### src/rtl/mem_tid_arbiter.sv
// mem_tid_arbiter: two-master arbiter onto a tagged slave, routing read responses back by tid owner
module mem_tid_arbiter #(
  parameter bit FIXED_PRIO = 1'b0
) (
  input  logic        clk_i,
  input  logic        rst_i,
  input  logic        m0_req,
  input  logic [31:0] m0_addr,
  input  logic        m0_cmd,
  input  logic [31:0] m0_wdata,
  output logic        m0_ack,
  output logic        m0_resp,
  output logic [31:0] m0_rdata,
  input  logic        m1_req,
  input  logic [31:0] m1_addr,
  input  logic        m1_cmd,
  input  logic [31:0] m1_wdata,
  output logic        m1_ack,
  output logic        m1_resp,
  output logic [31:0] m1_rdata,
  output logic        slave_req,
  output logic [31:0] slave_addr,
  output logic        slave_cmd,
  output logic [31:0] slave_wdata,
  input  logic        slave_ack,
  input  logic [1:0]  slave_reqtid,
  input  logic        slave_resp,
  input  logic [1:0]  slave_resptid,
  input  logic [31:0] slave_rdata,
  output logic [2:0]  outst0,
  output logic [2:0]  outst1,
  output logic        err_o
);
  logic       rr_ptr, sel0, sel1, acc, rd_acc, rsp_ok, conflict;
  logic [3:0] valid, owner;
  // rr_ptr only moves on acceptance, so a stalled grant stays put while requests are held
  assign sel1 = FIXED_PRIO ? (m1_req & ~m0_req) : (m1_req & (~m0_req | rr_ptr));
  assign sel0 = m0_req & ~sel1;
  assign slave_req   = m0_req | m1_req;
  assign slave_addr  = sel1 ? m1_addr : sel0 ? m0_addr : '0;
  assign slave_cmd   = sel1 ? m1_cmd : sel0 & m0_cmd;
  assign slave_wdata = sel1 ? m1_wdata : sel0 ? m0_wdata : '0;
  assign m0_ack = slave_ack & sel0;
  assign m1_ack = slave_ack & sel1;
  assign acc    = slave_req & slave_ack;
  assign rd_acc = acc & ~slave_cmd;
  assign rsp_ok  = slave_resp & valid[slave_resptid];
  assign m0_resp = rsp_ok & ~owner[slave_resptid];
  assign m1_resp = rsp_ok & owner[slave_resptid];
  assign m0_rdata = m0_resp ? slave_rdata : '0;
  assign m1_rdata = m1_resp ? slave_rdata : '0;
  assign conflict = rd_acc & valid[slave_reqtid] & ~(rsp_ok & (slave_resptid == slave_reqtid));
  // allocation is written after the free so a same-cycle reuse of a tid keeps it valid
  always_ff @(posedge clk_i or posedge rst_i) begin
    if (rst_i) begin
      valid  <= '0;
      owner  <= '0;
      rr_ptr <= 1'b0;
      outst0 <= '0;
      outst1 <= '0;
      err_o  <= 1'b0;
    end else begin
      if (rsp_ok) valid[slave_resptid] <= 1'b0;
      if (rd_acc) begin
        valid[slave_reqtid] <= 1'b1;
        owner[slave_reqtid] <= sel1;
      end
      if (acc) rr_ptr <= sel0;
      outst0 <= outst0 + 3'(rd_acc & sel0) - 3'(m0_resp);
      outst1 <= outst1 + 3'(rd_acc & sel1) - 3'(m1_resp);
      err_o  <= err_o | (slave_resp & ~valid[slave_resptid]) | conflict;
    end
  end
endmodule

### config.mk
export PLATFORM = sky130hd
export DESIGN_NAME = mem_tid_arbiter
export DESIGN_NICKNAME = d
export VERILOG_FILES = /design/src/rtl/mem_tid_arbiter.sv
export SDC_FILE = /design/constraint.sdc
export NUM_CORES = 1
export LEC_CHECK = 0
export BUFFER_PORTS_ARGS = -buffer_cell sky130_fd_sc_hd__buf_4
export CORE_AREA = 3 3 119 121
export DETAILED_ROUTE_END_ITERATION = 6
export DIE_AREA = 0 0 122 124
export SLEW_MARGIN = 5
export SYNTH_ARGS = -nofsm -noshare
export SYNTH_HDL_FRONTEND = slang
export SYNTH_SLANG_ARGS = --single-unit
### constraint.sdc
create_clock -name clk_i -period 3.63 [get_ports clk_i]
set_clock_uncertainty 0.1 [all_clocks]
set_input_delay 0.363 -clock clk_i [delete_from_list [all_inputs] [get_ports clk_i]]
set_output_delay 0.363 -clock clk_i [all_outputs]
set_load 0.05 [all_outputs]
==> out/metrics.yaml, run 1 <==
outcome:
  status: "complete, no violations"
worst_hold_path:
  hold_path_class: "in2async"
detailed_routing:
  vias: 3661
  post_drt_wl_per_cell_um: 13.95
  drt-initial-drc-count: 154
  routed_wl_mm: 12.11
  dr.pass1.iters: 4
  ant_nets: 0
  drc: 0
  via_per_inst: 4.218
run:
  maxCapViolCount: 0
sta:
  min_period_ns: 2.714
  setup_viol_count_final: 0
  rsz0062_at_grt: "no"
  fmax_ghz: 0.3685
  maxSlewHeadroom_pct: 53.06
  fin_ws_ns: 0.9163
  slew_violations: 0
  fin_setup_tns_ns: 0
  finalHoldViolCount: 0
  worstMarginPinSlew_ns: 0.7042
  min_period_over_period_pct: 74.76
floorplanning:
  start_util_pct: 17.03
  io_pins: 313
  core.rowCount: 42
  dieArea_um2: 15130
  die_height_um: 124
  die_w_um: 122
  core_um2: 13190
setup_path:
  endpoint: "slave_wdata[20]"
  crit_arrival_ns: 2.25
  path_depth: 6
  endpoint_kind: "primary output"
  cp.required_ns: 3.17
  cp_num_buf_inv: 2
  slowest_stage: "buf_4"
  critPathKind: "reg2out"
  start_kind: "flip-flop"
  reg2regPathDepth: 11
  r2r-end: "outst1[2]$_DFF_PP0_"
  rrSetupSlack_ns: 1.11
  worst_path_most_repeated_cell: "buf_4"
  cp-startpoint: "rr_ptr$_DFFE_PP0P_"
  cp_slowest_stage_delay_ns: 0.49
  path_max_fanout: 42
  crit_path_cell_trace: "nand2b_1 > nand2_2 > buf_4 > nand3_1 > nand2_1 > buf_4"
  timing.rr.start: "rr_ptr$_DFFE_PP0P_"
  cp_top_family: "simple AND/OR/NAND/NOR gates"
power:
  p_leak_nw: 2.735
  cellPowerDensity_nw_per_um2: 389.8
  ir_drop_mv: 0.1960
synthesis:
  synth_fp_nets: 586
  yosysWarningCount: 0
  synthCells: 408
  syn_area_per_cell_um2: 5.505
  synthDistinctLibCells: 28
  netlist_area_um2: 2246
  synth_seq_area_share_pct: 17.83
  synth_seq_cells: 16
global_route:
  grt_max_degree: 69
  grt_pass1_vias: 3378
  grt-ovfl-total: 0
  grt_antenna_before_repair: 0
  gr-usage-all-layers_pct: 13.79
  grt_pass1_wl_mm: 17.13
cells_and_area:
  fillers: 1474
  layout_common_cells: "buf_4, nand2_1, nand3_1, nor2_1, dfrtp_1"
  finalInstanceArea_um2: 4752
  final_util_pct: 36.03
  syn2layout_area_growth_pct: 111.6
  drive_gt1_share_pct: 47.83
  mostFrequentLayoutCell: "buf_4"
  fin_nets: 871
  diodes: 0
clocking:
  tritoncts: "yes"
  clock-sinks: 16
  post_cts_buffers: 0
  clockBufferDepth: 2
  cts_max_level: 1
  hold_buffers: 0
  cts_buffers: 3
  clk_pin_slew_ns: 0.05
  cts_resized: 0
  cts_root_buf: "clkbuf_16"
  clock_latency_ns: 0.24
placed_design:
  post-place-ws_ns: 1.066
  port_buffers: 312
  post_dp_cell_area_um2: 4663
  dp_hpwl_mm: 10.25
  globalplace.congestion: 0.7326
-- final cells by class --
class	instances	area (um^2)	area share (%)
sequential	16	400.4	8.425
tap	176	220.2	4.634
multi-input combinational	346	1629	34.28
clock buffer	4	88.84	1.869
timing repair buffer	317	2380	50.08
inverter	9	33.78	0.7109
-- worst min path at each step --
stage	cells past startpoint	to	slack, ns	startpoint
after global placement	1	outst1[2]$_DFF_PP0_	0.37	outst1[2]$_DFF_PP0_
after global routing	2	outst1[0]$_DFF_PP0_	0.16	rst_i
final	2	valid[1]$_DFF_PP0_	0.1	rst_i
after detailed placement	1	outst1[2]$_DFF_PP0_	0.37	outst1[2]$_DFF_PP0_
after CTS	2	outst1[0]$_DFF_PP0_	0.12	rst_i
after floorplan	1	err_o$_DFF_PP0_	0.18	rst_i
-- through the flow --
| step | cells | hold WS, ns | total power [mW] |
|---|---|---|---|
| global route | 868 | 0.1553 | 1.958 |
| detailed placement | 864 | 0.3704 | 1.633 |
| finish | 868 | 0.09805 | 1.852 |
| floorplan | 408 | 0.1767 | 1.175 |
| global placement | 864 | 0.3701 | 1.621 |
| CTS | 868 | 0.1198 | 1.873 |
-- logic make-up after synthesis --
logic type / Yosys count / share of synthesized area, %
adders and majority gates: 6 / 4.011
DFF: 16 / 17.83
muxes: 7 / 5.014
AOI/OAI and AO/OA: 8 / 2.395
xor gates and xnor gates: 6 / 2.340
buffers and inverters: 46 / 9.805
and+or+nand+nor: 319 / 58.61
-- synth_stat cells, drive strengths merged --
library cell / number / area, um^2
nand2: 171 / 641.9
nand3: 69 / 345.3
nor2: 68 / 255.2
clkbuf: 20 / 75.07
buf: 17 / 111.4
dfrtp: 16 / 400.4
inv: 9 / 33.78
xnor2: 5 / 43.79
ha: 4 / 50.05
mux2: 4 / 45.04
mux4: 3 / 67.56
o21ai: 3 / 15.01
and2: 2 / 12.51
and3: 2 / 12.51
fa: 2 / 40.04
nand2b: 2 / 12.51
nand4b: 2 / 17.52
a21oi: 1 / 5.000
a311o: 1 / 10.01
a31oi: 1 / 6.260
a32o: 1 / 10.01
nand4: 1 / 6.260
nor2b: 1 / 6.260
o31ai: 1 / 7.510
or2: 1 / 6.260
xor2: 1 / 8.760
-- state kept, by name, summed over array words and instances, names as in the netlist --
signal,count
outst0,3
owner,4
valid,4
outst1,3
err_o,1
rr_ptr,1
-- per-layer routing --
metal	track usage, %	part of all wire (%)	vias up
li1	-	-	1857
met1	16.10	37	1609
met2	26.31	52	193
met3	3.724	11	2
met4	0.8403	0.22	0
met5	0	0	-
-- power by group --
group	total (mW)	leakage, nW	switching [mW]	internal (mW)
Clock	0.236	0.0442	0.0682	0.167
Sequential	0.285	0.192	0.0443	0.241
Combinational	1.33	2.50	0.879	0.453
Total	1.85	2.74	0.992	0.861
Note: power is estimated with default switching activity, not from simulation.
==> inputs of run 2 (changes only) <==
==> constraint.sdc (replaced) <==
create_clock -name clk_i -period 2.8 [get_ports clk_i]
set_clock_uncertainty 0.1 [all_clocks]
set_input_delay 0.28 -clock clk_i [delete_from_list [all_inputs] [get_ports clk_i]]
set_output_delay 0.28 -clock clk_i [all_outputs]
set_load 0.05 [all_outputs]
==> run 2 against run 1 <==
Sequential power increased by 31%. Die area did not move. Routed wire length up 4.7%. Clock-buffer cell count is the same. Combinational power increased by 30%. Sequential cell count stayed put. Clock power grew 33%. Critical path depth is 5 higher. Non-clock buffer count up 1. Cell count increased by 0.12%. Critical path type is now reg2reg. Largest power group unchanged. Highest routed layer unchanged.
==> out/metrics.yaml, run 2 (synthesis results as in run 1) <==
floorplanning:
  die_w_um: 122  # unchanged
  core.rowCount: 42  # unchanged
  die_height_um: 124  # unchanged
  core_um2: 13190  # unchanged
  start_util_pct: 17.03  # unchanged
  dieArea_um2: 15130  # unchanged
  io_pins: 313  # unchanged
clocking:
  cts_buffers: 3  # unchanged
  clk_pin_slew_ns: 0.05  # about the same
  clockBufferDepth: 2  # unchanged
  clock-sinks: 16  # unchanged
  cts_max_level: 1  # unchanged
  tritoncts: "yes"
  clock_latency_ns: 0.25  # about the same
  cts_resized: 0  # unchanged
  hold_buffers: 0  # unchanged
  post_cts_buffers: 0  # unchanged
  cts_root_buf: "clkbuf_16"
detailed_routing:
  ant_nets: 0  # unchanged
  routed_wl_mm: 12.68  # +4.7%
  maxUsedRoutingLayer: "met4"
  met3_length_mm: 1.406  # +8.7%
  wl_met1_mm: 4.562  # +2.4%
  post_drt_wl_per_cell_um: 14.59  # +4.6%
  via_per_inst: 4.222  # +0.10%
  drt-initial-drc-count: 197  # +28%
  drc: 0  # unchanged
  dr.pass1.iters: 4  # unchanged
  wl_met2_mm: 6.546  # +3.4%
  vias: 3669  # +0.22%
sta:
  min_period_ns: 2.511
  slew_violations: 0  # unchanged
  fin_setup_tns_ns: 0  # unchanged
  setup_viol_count_final: 0  # unchanged
  finalHoldViolCount: 0  # unchanged
  fmax_ghz: 0.3982
  fin_ws_ns: 0.2889  # -0.6274 ns
  min_period_over_period_pct: 89.68
  worstMarginPinSlew_ns: 0.7103  # +0.006177 ns
  maxSlewHeadroom_pct: 52.64  # -0.41 points
  rsz0062_at_grt: "no"
setup_path:
  start_kind: "flip-flop"
  path_max_fanout: 5  # -88%
  r2r-end: "outst1[2]$_DFF_PP0_"
  critPathKind: "reg2reg"
  reg2regPathDepth: 11  # unchanged
  endpoint_kind: "flip-flop"
  cp.required_ns: 2.84  # -0.33 ns
  rrSetupSlack_ns: 0.29  # -0.82 ns
  crit_arrival_ns: 2.55  # +0.30 ns
  timing.rr.start: "rr_ptr$_DFFE_PP0P_"
cells_and_area:
  mostFrequentLayoutCell: "buf_4"
  fillers: 1477  # +0.20%
  fin_nets: 872  # +0.11%
  diodes: 0  # unchanged
  largestRegisters: "owner (4), valid (4)"
  syn2layout_area_growth_pct: 113.1
  drive_gt1_share_pct: 48.20  # +0.36 points
  layout_common_cells: "buf_4, nand2_1, nand3_1, nor2_1, dfrtp_1"
placed_design:
  globalplace.congestion: 0.7277  # -0.67%
  port_buffers: 312  # unchanged
  dp_hpwl_mm: 10.45  # +1.9%
  post-place-ws_ns: 0.2621  # -0.8038 ns
power:
  ir_drop_mv: 0.2543  # +30%
  p_leak_nw: 2.745  # +0.34%
  cellPowerDensity_nw_per_um2: 505.5  # +30%
global_route:
  grt_antenna_before_repair: 0  # unchanged
  grt_max_degree: 69  # unchanged
  grt_pass1_vias: 3351  # -0.80%
  gr-usage-all-layers_pct: 14.48  # +0.69 points
  grt-ovfl-total: 0  # unchanged
  grt_pass1_wl_mm: 17.46  # +2.0%
worst_hold_path:
  hold_path_class: "in2async"
run:
  maxCapViolCount: 0  # unchanged
outcome:
  status: "complete, no violations"
-- run 2: changes by cell type in the layout (fill, tap and decap cells not counted), sizes merged --
cell / previous run / this run
buf: 317 / 318
-- run 2: final cells by class --
type	instances	area, um^2	share of cell area, %
clock buffer	4	88.84	1.856
inverter	9	33.78	0.7057
multi-input combinational	346	1644	34.34
sequential	16	400.4	8.364
tap	176	220.2	4.600
timing repair buffer	318	2400	50.13
-- run 2: through the flow --
stage / total power, mW / hold WS, ns / area (um^2) / util (%) / cells
after global placement: 2.120 / 0.3056 / 4698 / 35.62 / 865
after CTS: 2.452 / 0.04717 / 4787 / 36.29 / 869
after detailed placement: 2.129 / 0.3158 / 4698 / 35.62 / 865
after floorplan: 1.528 / 0.09374 / 2261 / - / 408
after global routing: 2.551 / 0.1015 / 4787 / 36.29 / 869
final: 2.420 / 0.01237 / 4787 / 36.29 / 869
-- run 2: where the power goes --
group	total, mW	leakage, nW	switching [mW]	internal [mW]
sequential	0.373	0.192	0.0608	0.312
combinational	1.73	2.51	1.14	0.592
clock	0.314	0.0442	0.0961	0.217
-- run 2: worst max-delay path by stage --
stage,start,to,slack (ns),cells after the start
2_1_floorplan,slave_resptid[0],outst1[2]$_DFF_PP0_,-0.03,12
3_3_place_gp,slave_resptid[0],outst1[2]$_DFF_PP0_,0.29,11
3_5_place_dp,slave_resptid[0],outst1[2]$_DFF_PP0_,0.26,11
4_1_cts,rr_ptr$_DFFE_PP0P_,outst1[2]$_DFF_PP0_,0.28,11
5_1_grt,rr_ptr$_DFFE_PP0P_,outst1[2]$_DFF_PP0_,0.11,11
6_report,rr_ptr$_DFFE_PP0P_,outst1[2]$_DFF_PP0_,0.29,11
-- run 2: critical path: stages, from the launching register on --
cell	delay [ns]
dfrtp_1	0.39
nand2b_1	0.21
a32o_1	0.34
and2_1	0.20
nand2_1	0.07
ha_1	0.22
inv_1	0.06
ha_1	0.13
inv_1	0.05
fa_1	0.37
xnor2_1	0.14
xnor2_1	0.12
-- run 2: metal layers --
metal  global-route usage [%]  vias to the layer above
met3                    3.996                       10
li1                         -                     1861
met4                    3.361                        0
met5                        0                        -
met1                    16.34                     1593
met2                    27.04                      205
